`config.mk`:
```
export PLATFORM = sky130hd
export DESIGN_NAME = mux2_rr_arbiter_flat
export DESIGN_NICKNAME = d
export VERILOG_FILES = /design/src/rtl/mux2_rr_arbiter_if.sv /design/src/rtl/mux2_rr_arbiter.sv /design/src/flat_wrapper.sv
export SDC_FILE = /design/constraint.sdc
export NUM_CORES = 1
export LEC_CHECK = 0
export ABC_AREA = 1
export BUFFER_PORTS_ARGS = -buffer_cell sky130_fd_sc_hd__buf_2
export CELL_PAD_IN_SITES_DETAIL_PLACEMENT = 1
export CELL_PAD_IN_SITES_GLOBAL_PLACEMENT = 1
export CORE_MARGIN = 4
export CORE_UTILIZATION = 21
export CTS_CLUSTER_DIAMETER = 120
export DETAILED_ROUTE_END_ITERATION = 6
export GPL_ROUTABILITY_DRIVEN = 0
export PLACE_DENSITY_LB_ADDON = 0.05
export SLEW_MARGIN = 0
export SYNTH_ARGS = -nofsm -noshare
export SYNTH_HDL_FRONTEND = slang
export SYNTH_SLANG_ARGS = --single-unit
export TNS_END_PERCENT = 50
```
`constraint.sdc`:
```
create_clock -name clk -period 2.6 [get_ports clk]
set_input_delay 0.52 -clock clk [delete_from_list [all_inputs] [get_ports clk]]
set_output_delay 0.52 -clock clk [all_outputs]
set_load 0.005 [all_outputs]
```
`src/rtl/mux2_rr_arbiter_if.sv`:
```
// mux2_rr_arbiter_if: requester/downstream bundle between two requesters and the round-robin arbiter
interface mux2_rr_arbiter_if #(parameter int WIDTH = 8);
    logic             req0;
    logic             req1;
    logic             out_ready;
    logic             gnt0;
    logic             gnt1;
    logic             select;
    logic             out_valid;
    logic [WIDTH-1:0] in0;
    logic [WIDTH-1:0] in1;
    logic [WIDTH-1:0] out_data;
    modport master (output req0, in0, req1, in1, out_ready, input gnt0, gnt1, select, out_valid, out_data);
    modport slave  (input req0, in0, req1, in1, out_ready, output gnt0, gnt1, select, out_valid, out_data);
endinterface

```
`src/rtl/mux2_rr_arbiter.sv`:
```
// mux2_rr_arbiter: two-way round-robin arbiter onto one output; define BURST_LIMIT_EN to force
// re-arbitration after MAX_BURST transfers when the other requester is waiting.
module mux2_rr_arbiter #(
    parameter int WIDTH     = 8,
    parameter int MAX_BURST = 4
) (
    input logic              clk,
    input logic              reset,
    mux2_rr_arbiter_if.slave bus
);
    typedef enum logic [1:0] {IDLE, G0, G1} state_t;
    state_t           state, nxt;
    logic             last_grant, go0, go1, hit, gnt0, gnt1, sel;
    logic [WIDTH-1:0] data;
    if (MAX_BURST < 1) begin : g_chk
        $error("MAX_BURST must be at least 1");
    end
`ifdef BURST_LIMIT_EN
    localparam int CW = $clog2(MAX_BURST) + 1;
    localparam logic [CW-1:0] LAST = CW'(MAX_BURST - 1);
    logic          xfer;
    logic [CW-1:0] cnt;
    assign xfer = bus.out_valid & bus.out_ready;
    // hit fires on the edge that completes the MAX_BURST-th transfer
    assign hit  = xfer && cnt == LAST;
    always_ff @(posedge clk or posedge reset)
        if (reset) cnt <= '0;
        else       cnt <= (hit || nxt != state) ? '0 : cnt + CW'(xfer);
`else
    assign hit = 1'b0;
`endif
    always_comb begin
        go0 = state == G0 ? bus.req0 && !(hit && bus.req1) :
              state == G1 ? bus.req0 && (!bus.req1 || hit) :
                            bus.req0 && (!bus.req1 || last_grant);
        go1 = state == G1 ? bus.req1 && !(hit && bus.req0) :
              state == G0 ? bus.req1 && (!bus.req0 || hit) :
                            bus.req1 && (!bus.req0 || !last_grant);
        nxt = go0 ? G0 : go1 ? G1 : IDLE;
    end
    always_ff @(posedge clk or posedge reset)
        if (reset) begin
            state      <= IDLE;
            gnt0       <= 1'b0;
            gnt1       <= 1'b0;
            sel        <= 1'b0;
            last_grant <= 1'b1;
        end else begin
            state <= nxt;
            gnt0  <= go0;
            gnt1  <= go1;
            if (go0 || go1) begin
                sel        <= go1;
                last_grant <= go1;
            end
        end
    assign data          = sel ? bus.in1 : bus.in0;
    assign bus.gnt0      = gnt0;
    assign bus.gnt1      = gnt1;
    assign bus.select    = sel;
    assign bus.out_data  = data;
    assign bus.out_valid = (gnt0 & bus.req0) | (gnt1 & bus.req1);
endmodule

```
`src/flat_wrapper.sv`:
```
// flat-port wrapper written by rule: the top's interface ports become plain ports
module mux2_rr_arbiter_flat 
#(
    parameter int WIDTH     = 8,
    parameter int MAX_BURST = 4
)
  (clk, reset, bus_req0, bus_in0, bus_req1, bus_in1, bus_out_ready, bus_gnt0, bus_gnt1, bus_select, bus_out_valid, bus_out_data);
  mux2_rr_arbiter_if #(.WIDTH(WIDTH)) bus_i ();
  input logic clk;
  input logic reset;
  input wire logic [$bits(bus_i.req0)-1:0] bus_req0;
  input wire logic [$bits(bus_i.in0)-1:0] bus_in0;
  input wire logic [$bits(bus_i.req1)-1:0] bus_req1;
  input wire logic [$bits(bus_i.in1)-1:0] bus_in1;
  input wire logic [$bits(bus_i.out_ready)-1:0] bus_out_ready;
  output wire logic [$bits(bus_i.gnt0)-1:0] bus_gnt0;
  output wire logic [$bits(bus_i.gnt1)-1:0] bus_gnt1;
  output wire logic [$bits(bus_i.select)-1:0] bus_select;
  output wire logic [$bits(bus_i.out_valid)-1:0] bus_out_valid;
  output wire logic [$bits(bus_i.out_data)-1:0] bus_out_data;
  assign bus_i.req0 = bus_req0;
  assign bus_i.in0 = bus_in0;
  assign bus_i.req1 = bus_req1;
  assign bus_i.in1 = bus_in1;
  assign bus_i.out_ready = bus_out_ready;
  assign bus_gnt0 = bus_i.gnt0;
  assign bus_gnt1 = bus_i.gnt1;
  assign bus_select = bus_i.select;
  assign bus_out_valid = bus_i.out_valid;
  assign bus_out_data = bus_i.out_data;
  mux2_rr_arbiter #(.WIDTH(WIDTH), .MAX_BURST(MAX_BURST)) u_core (.clk(clk), .reset(reset), .bus(bus_i));
endmodule
```
==> summary.md <==
| Metric | Value |
|---|---|
| Outcome | `finished, final reports clean` |
| Critical path class | `flop to primary output` |
| Sw Ratio | `32.8%` |
| Tcrit/Tclk final | `64.9%` |
| Leak | `0.340 nW` |
| Nets | `108` |
| Dpl cell area | `493 µm²` |
| Seq. cell area | `126 µm²` |
| Seq/Total Area, Yosys | `38.4%` |
| Final Hold Vio Count | `0` |
| CTS H-tree lvls | `1` |
| Setup-failing EPs final | `0` |
| Relative slew slack | `69.6%` |
| Core Region | `1490 µm²` |
| Routed len/inst | `11.0 µm` |
| Commonest non-fill, non-tap cell in the layout | `buf_2` |
| CTS tree | `built` |
| Vias in the first global route | `373` |
| Max Buffers Root-to-Sink | `2` |
| Netlist cell types | `7` |
| Internal | `0.197 mW` |
| Post-route setup TNS | `0 ps` |
| Synthesized area per cell | `6.33 µm²` |
| First DRT Iteration DRCs | `6` |
| Post-Syn Instances | `52` |
| # DRC | `0` |
| Fill count | `205` |
| Layout cells sized above 1 | `40.7%` |
| CP Capture Type | `primary output` |
| Min Tclk post-route | `1690 ps` |
| Reg2reg setup slack | `1660 ps` |
| Detailed Place HPWL | `962 µm` |
| Worst-path clk slew | `50 ps` |
| Die Y | `47.6 µm` |
| Most frequent cells in the layout | `31 x buf_2, 17 x nand2_1, 14 x inv_1` |
| Worst r2r src | `u_core.last_grant$_DFFE_PP1P_` |
| Combinational Power Share | `31.2%` |
| Full die area | `2260 µm²` |
| Flop pwr share | `37.4%` |
| First-pass GRT wire length | `1660 µm` |
| Synthesis Warnings | `0` |
| Total Routing Usage GR | `10.8%` |
| Worst slew pin tran | `457 ps` |
| RR Endpoint | `u_core.bus.select$_DFFE_PP0P_` |
| Arr. time, crit path | `1170 ps` |
| Footprint of the multi-input gates | `139 µm²` |
| Initial antenna violation count | `0` |
| Setup bufs post-CTS | `0` |
| TritonCTS Buffers | `3` |
| Hold-fix buffer count after cts | `0` |
| Drt via density | `4.26` |
| Peak VDD IR | `0.000294 V` |
| Routed WL | `1120 µm` |
| GRT overflow | `0` |
| # rows | `14` |
| Pre-antenna DRT Iters | `4` |
| Die Width | `47.6 µm` |
| Syn_nets | `73` |
| PwrDens | `565 nW/µm²` |
| Num ports | `33` |
| Largest net degree at the start of global routing | `19` |
| CP Max Fanout | `18` |
| Post-route cell area | `519 µm²` |
| Area grow syn2layout | `57.8%` |
| Clk sinks | `5` |
| Post-Synthesis Cell Area | `329 µm²` |
| CP Launch Type | `flop` |
| Max frequency | `0.592 GHz` |
| Req. time, crit path | `2080 ps` |
| Port bufs | `31` |
| Synth Register Bits | `5` |
| P_sw | `0.0963 mW` |
| RSZ-0062 raised after global routing | `false` |
| Clock Skews | `6.53 ps` |
| # diodes | `0` |
| Vias after detailed routing | `435` |
| Worst skew pair latency | `250 ps` |
| Max cap viols | `0` |
| CTS root buffer | `clkbuf_4` |
| Post-cts sizing count | `0` |
| Worst min path class | `input port to asynchronous set/reset pin` |
| Clock share of power | `31.4%` |
| R2R depth | `3` |
| Initial core utilization | `22.1%` |
| Antenna-violating nets left | `0` |
| Final max-slew violation count | `0` |
[synth_stat cells, drive strengths merged]
| cell | count | area, µm² |
|---|---|---|
| buf | 1 | 11.3 |
| dfrtp | 4 | 100 |
| nand3 | 5 | 25.0 |
| dfstp | 1 | 26.3 |
| nand2 | 17 | 63.8 |
| inv | 14 | 52.6 |
| o21ai | 10 | 50.1 |
[power by group through the flow]
stage / combinational (mW) / clock [mW] / sequential (mW)
after floorplan: 0.0509 / 0 / 0.104
after global placement: 0.0926 / 0 / 0.111
after detailed placement: 0.0943 / 0 / 0.112
after CTS: 0.0945 / 0.0971 / 0.111
after global routing: 0.106 / 0.104 / 0.113
final: 0.0915 / 0.0923 / 0.110
[metal layers]
metal	up-vias	global-route usage (%)	part of all wire, %
met2	16	17.6	52
met4	0	3.23	0
met5	-	0	0
met3	0	5.64	9.6
met1	195	12.4	38
li1	224	-	-
[how the worst max path moves through the flow]
stage	from	to	slack [ps]	cells past startpoint
floorplan	u_core.bus.select$_DFFE_PP0P_	bus_out_data[0]	1300	2
global route	u_core.bus.select$_DFFE_PP0P_	bus_out_data[4]	770	3
detailed placement	bus_req0	bus_out_valid	1120	4
finish	u_core.bus.select$_DFFE_PP0P_	bus_out_data[7]	910	3
CTS	u_core.bus.select$_DFFE_PP0P_	bus_out_data[2]	870	2
global placement	bus_req0	bus_out_valid	1120	4
[final cells by class]
| cell class | instances | share of cell area, % |
|---|---|---|
| sequential | 5 | 24.3 |
| tap | 16 | 3.86 |
| timing repair buffer | 31 | 29.9 |
| clock buffer | 4 | 5.06 |
| inverter | 14 | 10.1 |
| multi-input combinational | 32 | 26.7 |
[stage by stage]
stage	worst slack [ps]	cells	utilization, %	hold WS (ps)	total power [mW]
2_1_floorplan	1300	52	-	298	0.155
3_3_place_gp	1120	98	33.1	428	0.204
3_5_place_dp	1120	98	33.1	437	0.206
4_1_cts	868	102	34.9	169	0.302
5_1_grt	775	102	34.9	173	0.324
6_report	912	102	34.9	162	0.294
[worst max-delay path, stage by stage, from the launching register on]
cell and delay (ps):
dfrtp_1 620, nand2_1 90, o21ai_0 80, buf_2 140
[logic make-up (layout without fill, tap and decap cells)]
family	Yosys count	count (layout)	synth area share [%]
buf+inv	15	49	19.4
simple gates	22	22	27.0
flops	5	5	38.4
compound gates	10	10	15.2
[registers in the layout, summed over array words and instances, names as in the netlist]
name / flops
u_core.last_grant: 1
u_core.bus.select: 1
u_core.bus.gnt1: 1
u_core.state: 2
Power figures use the tool's default switching activity.
